`src/rtl/security_zone_ctrl.sv`:
```
// security_zone_ctrl
// Intrusion-alarm controller: arm with exit delay, per-zone instant or
// entry-delay sensors, timed alarm followed by lockout, trip latching and
// a saturating count of alarm events. Every output comes straight from a flop.
module security_zone_ctrl #(
    parameter int NUM_ZONES   = 4,
    parameter int CNT_W       = 8,
    parameter int EXIT_DELAY  = 8,
    parameter int ENTRY_DELAY = 8,
    parameter int ALARM_TIME  = 16
) (
    input  logic                 clk,
    input  logic                 rst_n,
    input  logic                 arm,
    input  logic                 disarm,
    input  logic [NUM_ZONES-1:0] zone_in,
    input  logic [NUM_ZONES-1:0] zone_en,
    input  logic [NUM_ZONES-1:0] zone_delayed,
    output logic [2:0]           state,
    output logic                 alarm,
    output logic [NUM_ZONES-1:0] tripped,
    output logic [3:0]           alarm_cnt
);

    typedef enum logic [2:0] {
        DISARMED = 3'd0,
        EXIT     = 3'd1,
        ARMED    = 3'd2,
        ENTRY    = 3'd3,
        ALARM    = 3'd4,
        LOCKOUT  = 3'd5
    } state_t;

    // Counter reload values; each delay lasts exactly N cycles, so N-1 is loaded
    localparam logic [CNT_W-1:0] EXIT_LOAD  = CNT_W'(EXIT_DELAY - 1);
    localparam logic [CNT_W-1:0] ENTRY_LOAD = CNT_W'(ENTRY_DELAY - 1);
    localparam logic [CNT_W-1:0] ALARM_LOAD = CNT_W'(ALARM_TIME - 1);
    localparam logic [CNT_W-1:0] CNT_ZERO   = CNT_W'(0);
    localparam logic [CNT_W-1:0] CNT_ONE    = CNT_W'(1);

    state_t                 state_r;
    state_t                 state_nxt_s;
    state_t                 fsm_nxt_s;
    logic [CNT_W-1:0]       cnt_r;
    logic [CNT_W-1:0]       cnt_nxt_s;
    logic [CNT_W-1:0]       cnt_fsm_s;
    logic [NUM_ZONES-1:0]   tripped_r;
    logic [NUM_ZONES-1:0]   tripped_nxt_s;
    logic                   alarm_r;
    logic [3:0]             alarm_cnt_r;
    logic                   force_disarm_s;
    logic                   enter_alarm_s;

    logic [NUM_ZONES-1:0]   act_s;
    logic [NUM_ZONES-1:0]   inst_s;
    logic [NUM_ZONES-1:0]   dly_s;

    assign act_s  = zone_in & zone_en;
    assign inst_s = act_s & ~zone_delayed;
    assign dly_s  = act_s & zone_delayed;

    // Disarm overrides everything once the system has left DISARMED
    assign force_disarm_s = disarm && (state_r != DISARMED);

    // Next-state, counter and trip-latch logic for the alarm sequencer
    always_comb begin
        fsm_nxt_s     = state_r;
        cnt_fsm_s     = cnt_r;
        tripped_nxt_s = tripped_r;
        case (state_r)
            DISARMED: begin
                if (arm && !disarm) begin
                    fsm_nxt_s     = EXIT;
                    cnt_fsm_s     = EXIT_LOAD;
                    tripped_nxt_s = {NUM_ZONES{1'b0}};
                end else begin
                    fsm_nxt_s = DISARMED;
                end
            end
            EXIT: begin
                // Sensors are deliberately ignored while the occupant leaves
                if (cnt_r == CNT_ZERO) begin
                    fsm_nxt_s = ARMED;
                end else begin
                    cnt_fsm_s = cnt_r - CNT_ONE;
                end
            end
            ARMED: begin
                tripped_nxt_s = tripped_r | act_s;
                if (inst_s != {NUM_ZONES{1'b0}}) begin
                    fsm_nxt_s = ALARM;
                    cnt_fsm_s = ALARM_LOAD;
                end else if (dly_s != {NUM_ZONES{1'b0}}) begin
                    fsm_nxt_s = ENTRY;
                    cnt_fsm_s = ENTRY_LOAD;
                end else begin
                    fsm_nxt_s = ARMED;
                end
            end
            ENTRY: begin
                tripped_nxt_s = tripped_r | act_s;
                if (inst_s != {NUM_ZONES{1'b0}}) begin
                    fsm_nxt_s = ALARM;
                    cnt_fsm_s = ALARM_LOAD;
                end else if (cnt_r == CNT_ZERO) begin
                    fsm_nxt_s = ALARM;
                    cnt_fsm_s = ALARM_LOAD;
                end else begin
                    cnt_fsm_s = cnt_r - CNT_ONE;
                end
            end
            ALARM: begin
                tripped_nxt_s = tripped_r | act_s;
                if (cnt_r == CNT_ZERO) begin
                    fsm_nxt_s = LOCKOUT;
                end else begin
                    cnt_fsm_s = cnt_r - CNT_ONE;
                end
            end
            LOCKOUT: begin
                fsm_nxt_s = LOCKOUT;
            end
            default: begin
                // Unused encodings recover to the safe state
                fsm_nxt_s = DISARMED;
            end
        endcase

        if (force_disarm_s) begin
            state_nxt_s = DISARMED;
            cnt_nxt_s   = cnt_r;
        end else begin
            state_nxt_s = fsm_nxt_s;
            cnt_nxt_s   = cnt_fsm_s;
        end

        enter_alarm_s = (state_nxt_s == ALARM) && (state_r != ALARM);
    end

    // State and delay-counter registers
    always_ff @(posedge clk or negedge rst_n) begin
        if (!rst_n) begin
            state_r <= DISARMED;
            cnt_r   <= CNT_ZERO;
        end else begin
            state_r <= state_nxt_s;
            cnt_r   <= cnt_nxt_s;
        end
    end

    // Registered alarm flag, trip latch and saturating alarm-event counter
    always_ff @(posedge clk or negedge rst_n) begin
        if (!rst_n) begin
            alarm_r     <= 1'b0;
            tripped_r   <= {NUM_ZONES{1'b0}};
            alarm_cnt_r <= 4'd0;
        end else begin
            alarm_r   <= (state_nxt_s == ALARM);
            tripped_r <= tripped_nxt_s;
            if (enter_alarm_s && (alarm_cnt_r != 4'd15)) begin
                alarm_cnt_r <= alarm_cnt_r + 4'd1;
            end else begin
                alarm_cnt_r <= alarm_cnt_r;
            end
        end
    end

    assign state     = state_r;
    assign alarm     = alarm_r;
    assign tripped   = tripped_r;
    assign alarm_cnt = alarm_cnt_r;

endmodule

```
`config.mk`:
```
export PLATFORM = sky130hd
export DESIGN_NAME = security_zone_ctrl
export DESIGN_NICKNAME = d
export VERILOG_FILES = /design/src/rtl/security_zone_ctrl.sv
export SDC_FILE = /design/constraint.sdc
export NUM_CORES = 1
export LEC_CHECK = 0
export CAP_MARGIN = 0
export CORE_ASPECT_RATIO = 1.75
export CORE_MARGIN = 4
export CORE_UTILIZATION = 53
export CTS_BUF_LIST = sky130_fd_sc_hd__clkbuf_16
export DETAILED_ROUTE_END_ITERATION = 16
export GPL_TIMING_DRIVEN = 0
export MAX_ROUTING_LAYER = met4
export PLACE_DENSITY_LB_ADDON = 0.08
export RECOVER_POWER = 25
export SYNTH_ARGS = -nofsm -noshare
export SYNTH_HDL_FRONTEND = slang
export SYNTH_SLANG_ARGS = --single-unit
```
`constraint.sdc`:
```
create_clock -name clk -period 5.92 [get_ports clk]
set_clock_uncertainty 0.2 [all_clocks]
set_input_delay 0.592 -clock clk [delete_from_list [all_inputs] [get_ports clk]]
set_output_delay 0.592 -clock clk [all_outputs]
set_load 0.05 [all_outputs]
```
==> results.yml, run 1 <==
worst_hold_path:
  worstHoldPathCells: 2
  worst_hold_path_type: "flip-flop to flip-flop"
synth:
  synthMuxAreaShare: 0.0274
  synth_cell_types: 39
  synth-compound-area-share: 0.235
  syn_nets: 147
  synth_top_family_by_area: "simple AND/OR/NAND/NOR gates"
  synthSimpleGateAreaFrac: 0.269
  avgSynthCellArea_um2: 9.55
  synth-seq-cells: 20
  synth_warnings: 0
  synth-adder-area-share: 0.0203
  synth_cells: 129
  synthXorXnorAreaFrac: 0.0213
  ys_seq_area_frac: 0.406
  synth_area_mm2: 0.00123
timing:
  drv_slew: 0
  hold-worst-slack_ns: 0.289
  report.final.setup_viol: 0
  worstMarginPinSlew_ns: 0.961
  rsz0062_at_grt: "false"
  relSlewSlack: 0.357
  max_freq_mhz: 350
  setup_tns_ns: 0
  finalHoldViolations: 0
  fin_crit_sh: 0.483
  fin_crit_ns: 2.86
routing:
  met1Wirelength_um: 1140
  dr_total_vias: 1159
  wl_met3_um: 140
  final_antenna_net_count: 0
  dr_wl_met2_um: 1990
  via_per_inst: 6.30
  routed.top_layer: "met4"
  drtIter0Drc: 42
  drc: 0
  drt_pre_antenna_iters: 4
  wl_per_cell_um: 18.1
  drt_wl_total_um: 3330
clocking:
  clkTransAtPathRegs_ns: 0.05
  cts_tree: "yes"
  cts_hold_buf: 0
  cts-resized-gates: 0
  clock_path_buffers: 2
  htreeDepth: 1
  cts_sinks: 20
  post_cts_buffers: 0
  insertion_delay_ns: 0.26
  root_buffer: "clkbuf_16"
  cts_made_buffers: 3
worst_setup_path:
  critical_path_required_ns: 5.85
  end_kind: "flip-flop"
  r2r_cells: 7
  cp_max_fo: 8
  arrival_ns: 2.79
  crit_type: "primary input to flip-flop"
  crit_path_start_kind: "primary input"
final_layout:
  final_nets: 179
  area_growth_pct: 32.9
  layout_common_cells: "26 x clkdlybuf4s50_1, 20 x dfrtp_1, 13 x nor2_1, 10 x nand2_1, 9 x o21ai_0"
  drive_gt1_frac: 0.113
  antenna_cells: 0
  mostFrequentLayoutCell: "clkdlybuf4s50_1"
global_route:
  grt_pass1_vias: 1316
  grt_max_degree: 21
  grt_pass1_wl_um: 5600
  track_usage: 0.245
  overflow: 0
  antenna_found_initial: 0
power_and_ir_drop:
  leakage_nw: 0.697
  ir_drop_mv: 0.235
  power_density_mw_per_mm2: 287
outcome:
  status: "complete, no violations"
place:
  globalplace.congestion: 0.894
  portBuffers: 27
  hpwl_um: 2510
die:
  die_x_um: 44.5
  top_level_ports: 28
  die_h_um: 71.8
  die_area_mm2: 0.00319
  initial_core_util: 0.574
  core-area_mm2: 0.00215
  num_rows: 22
job:
  maxCapViolCount: 0
## stage by stage
step | instances | instance area, um2 | worst slack (ns) | power (mW) | utilization
after floorplan | 129 | 1230 | 3.49 | 0.242 | -
after global placement | 180 | 1530 | 2.89 | 0.280 | 0.714
after detailed placement | 180 | 1530 | 2.82 | 0.286 | 0.714
after CTS | 184 | 1640 | 3.07 | 0.473 | 0.763
after global routing | 184 | 1640 | 2.95 | 0.493 | 0.763
final | 184 | 1640 | 3.06 | 0.470 | 0.763
## kinds of logic (layout without fill, tap and decap cells)
group / after synthesis / after routing
simple gates: 59 / 59
compound gates: 36 / 36
flops: 20 / 20
buf+inv: 6 / 37
xor+xnor: 3 / 3
mux: 3 / 3
fa+ha+maj: 2 / 2
## power breakdown
group	switching, mW	leakage, nW	internal (mW)
registers	0.0174	0.267	0.151
logic	0.0674	0.379	0.0483
clock network	0.0518	0.0511	0.134
total	0.137	0.697	0.333
## layout make-up
class / count / area [um2]
Sequential cell: 20 / 500
Fill cell: 158 / 509
Clock buffer: 3 / 75.1
Timing Repair Buffer: 27 / 270
Buffer: 1 / 7.51
Inverter: 5 / 18.8
Multi-Input combinational cell: 103 / 706
Tap cell: 24 / 30.0
Clock inverter: 1 / 30.0
## per-layer routing
layer,vias to the layer above,GRT usage
li1,553,-
met1,557,0.221
met2,43,0.440
met3,6,0.0477
met4,0,0.158
met5,-,-
## registers in the layout, summed over array words and instances (netlist names)
signal / count
cnt_r: 8
alarm_cnt: 4
tripped: 4
state: 3
alarm: 1
## path summary, 6_finish.rpt
path / start / to / slack, ns
setup / recovery: zone_delayed[3] / cnt_r[0] / 3.06
hold / removal: tripped[2] / tripped[2] / 0.29
setup reg to reg: cnt_r[0] / alarm_cnt[1] / 3.36
hold reg to reg: tripped[2] / tripped[2] / 0.29
max in group asynchronous: rst_n / cnt_r[3] / 4.19
min in group asynchronous: rst_n / tripped[1] / 0.74
## synthesized netlist by cell type, drive strengths merged
cell type / number / share of area
a211o: 4 / 0.028
a21oi: 3 / 0.012
a22o: 4 / 0.028
a31oi: 5 / 0.036
and3: 2 / 0.010
buf: 1 / 0.0061
dfrtp: 20 / 0.41
ha: 2 / 0.020
inv: 5 / 0.015
mux2: 3 / 0.027
nand2: 10 / 0.030
nand2b: 2 / 0.010
nand3: 5 / 0.020
nand3b: 3 / 0.018
nand4: 3 / 0.015
nor2: 13 / 0.040
nor2b: 2 / 0.010
nor3: 6 / 0.024
nor3b: 3 / 0.026
nor4: 2 / 0.010
o2111ai: 1 / 0.021
o21a: 1 / 0.0061
o21ai: 13 / 0.056
o31a: 1 / 0.0081
o31ai: 2 / 0.012
o32ai: 1 / 0.013
o41ai: 1 / 0.013
or2: 2 / 0.012
or3: 3 / 0.016
or3b: 1 / 0.0071
or4: 1 / 0.0091
or4bb: 1 / 0.0091
xor2: 3 / 0.021
## worst max-delay path, stage by stage
cell             delay, ns
clkdlybuf4s50_1       0.47
nand3b_1              0.15
o2111ai_4             0.22
o41ai_2               0.76
or2_4                 0.27
mux2_1                0.32
Note: power is estimated with default switching activity, not from simulation.
==> inputs of run 2 (changes only) <==
- CORE_UTILIZATION: 53 -> 49
- clock period: 5.92 -> 2.9 ns (I/O delays scaled with it)
==> results.yml, run 2 (synthesis gave the netlist of run 1 again) <==
die:
  die_h_um: 74.3
  die_x_um: 45.9
  die_area_mm2: 0.00341
  initial_core_util: 0.522
  num_rows: 23
  core-area_mm2: 0.00236
  top_level_ports: 28
clocking:
  cts_sinks: 20
  cts_hold_buf: 0
  clkTransAtPathRegs_ns: 0.05
  insertion_delay_ns: 0.25
  post_cts_buffers: 0
  clock_path_buffers: 2
  htreeDepth: 1
  root_buffer: "clkbuf_16"
  cts-resized-gates: 0
  cts_tree: "yes"
  cts_made_buffers: 3
final_layout:
  largest_reg_flops: 8
  mostFrequentLayoutCell: "clkdlybuf4s50_1"
  final_nets: 179
  final_cells: 185
  area_growth_pct: 30.9
  antenna_cells: 0
  drive_gt1_frac: 0.106
  layout_common_cells: "26 x clkdlybuf4s50_1, 20 x dfrtp_1, 13 x nor2_1, 10 x nand2_1, 9 x o21ai_0"
  top_register: "cnt_r"
  postLayoutCellArea_mm2: 0.00161
place:
  preCtsSetupSlack_ns: 0.130
  portBuffers: 27
  hpwl_um: 2360
  placed_area_mm2: 0.00153
  globalplace.congestion: 0.795
  dp.cells: 181
worst_setup_path:
  crit_type: "flip-flop to flip-flop"
  arrival_ns: 2.46
  end_kind: "flip-flop"
  ff2ff_setup_slack_ns: 0.37
  critical_path_required_ns: 2.83
  cp_max_fo: 5
  crit_path_start_kind: "flip-flop"
global_route:
  antenna_found_initial: 0
  grt_max_degree: 21
  grt_pass1_vias: 1108
  grt_pass1_wl_um: 4980
  track_usage: 0.204
  overflow: 0
timing:
  max_freq_mhz: 395
  finalHoldViolations: 0
  fin_crit_ns: 2.53
  final.setup.worst_slack_ns: 0.368
  fin_crit_sh: 0.873
  worstMarginPinSlew_ns: 0.924
  drv_slew: 0
  report.final.setup_viol: 0
  hold-worst-slack_ns: 0.285
  relSlewSlack: 0.382
  rsz0062_at_grt: "false"
  setup_tns_ns: 0
routing:
  drtIter0Drc: 26
  dr_total_vias: 1125
  drc: 0
  drt_pre_antenna_iters: 4
  drt_wl_total_um: 3040
  final_antenna_net_count: 0
  via_per_inst: 6.08
  wl_per_cell_um: 16.4
power_and_ir_drop:
  p_seq_frac: 0.398
  ir_drop_mv: 0.366
  p_clk_frac: 0.328
  p_sw_mw: 0.270
  internal_power_mw: 0.591
  netSwitchingFraction: 0.314
  leakage_nw: 0.685
  p_comb_frac: 0.274
  power_density_mw_per_mm2: 534
worst_hold_path:
  worst_hold_path_type: "flip-flop to flip-flop"
job:
  maxCapViolCount: 0
outcome:
  status: "complete, no violations"
-- run 2: area by class of cell --
cell class | count | area, um2
Buffer | 1 | 7.51
Tap cell | 25 | 31.3
Clock inverter | 1 | 3.75
Clock buffer | 3 | 75.1
Sequential cell | 20 | 500
Fill cell | 202 | 747
Inverter | 5 | 18.8
Multi-Input combinational cell | 103 | 706
Timing Repair Buffer | 27 | 270
-- run 2: stage by stage --
stage	total power, mW	utilization
floorplan	0.494	-
global placement	0.573	0.650
detailed placement	0.581	0.650
CTS	0.865	0.683
global route	0.901	0.683
finish	0.861	0.683
-- run 2: per-layer routing --
layer,track usage,vias to the layer above,routed length [um]
met4,0.0791,0,87
met5,-,-,0
met3,0.0242,8,123
met1,0.210,539,1140
li1,-,548,-
met2,0.373,30,1700
-- run 2: power groups by stage --
stage / registers [mW] / clock network, mW / logic (mW)
floorplan: 0.379 / 0 / 0.116
global placement: 0.344 / 0 / 0.229
detailed placement: 0.347 / 0 / 0.234
CTS: 0.342 / 0.286 / 0.238
global route: 0.348 / 0.296 / 0.256
finish: 0.343 / 0.283 / 0.236
-- run 2: final timing paths --
path / startpoint / end / depth (start not counted)
min in group asynchronous: rst_n / tripped[1] / 1
setup / recovery: cnt_r[0] / alarm_cnt[1] / 7
setup reg to reg: cnt_r[0] / alarm_cnt[1] / 7
max in group asynchronous: rst_n / tripped[0] / 1
hold reg to reg: tripped[1] / tripped[1] / 2
hold / removal: tripped[1] / tripped[1] / 2
-- run 2: worst max-delay path, stage by stage, from the launching register on --
cell and delay, ns:
dfrtp_1 0.41, inv_1 0.07, ha_1 0.20, or3b_2 0.53, o32ai_2 0.29, a31oi_2 0.10
nor3b_2 0.27, mux2_1 0.35
==> inputs of run 3 (changes only) <==
- CTS_CLUSTER_DIAMETER: default -> 120
==> results of run 3 <==
No change in the layout: final DEF, timing and power equal those of run 2.
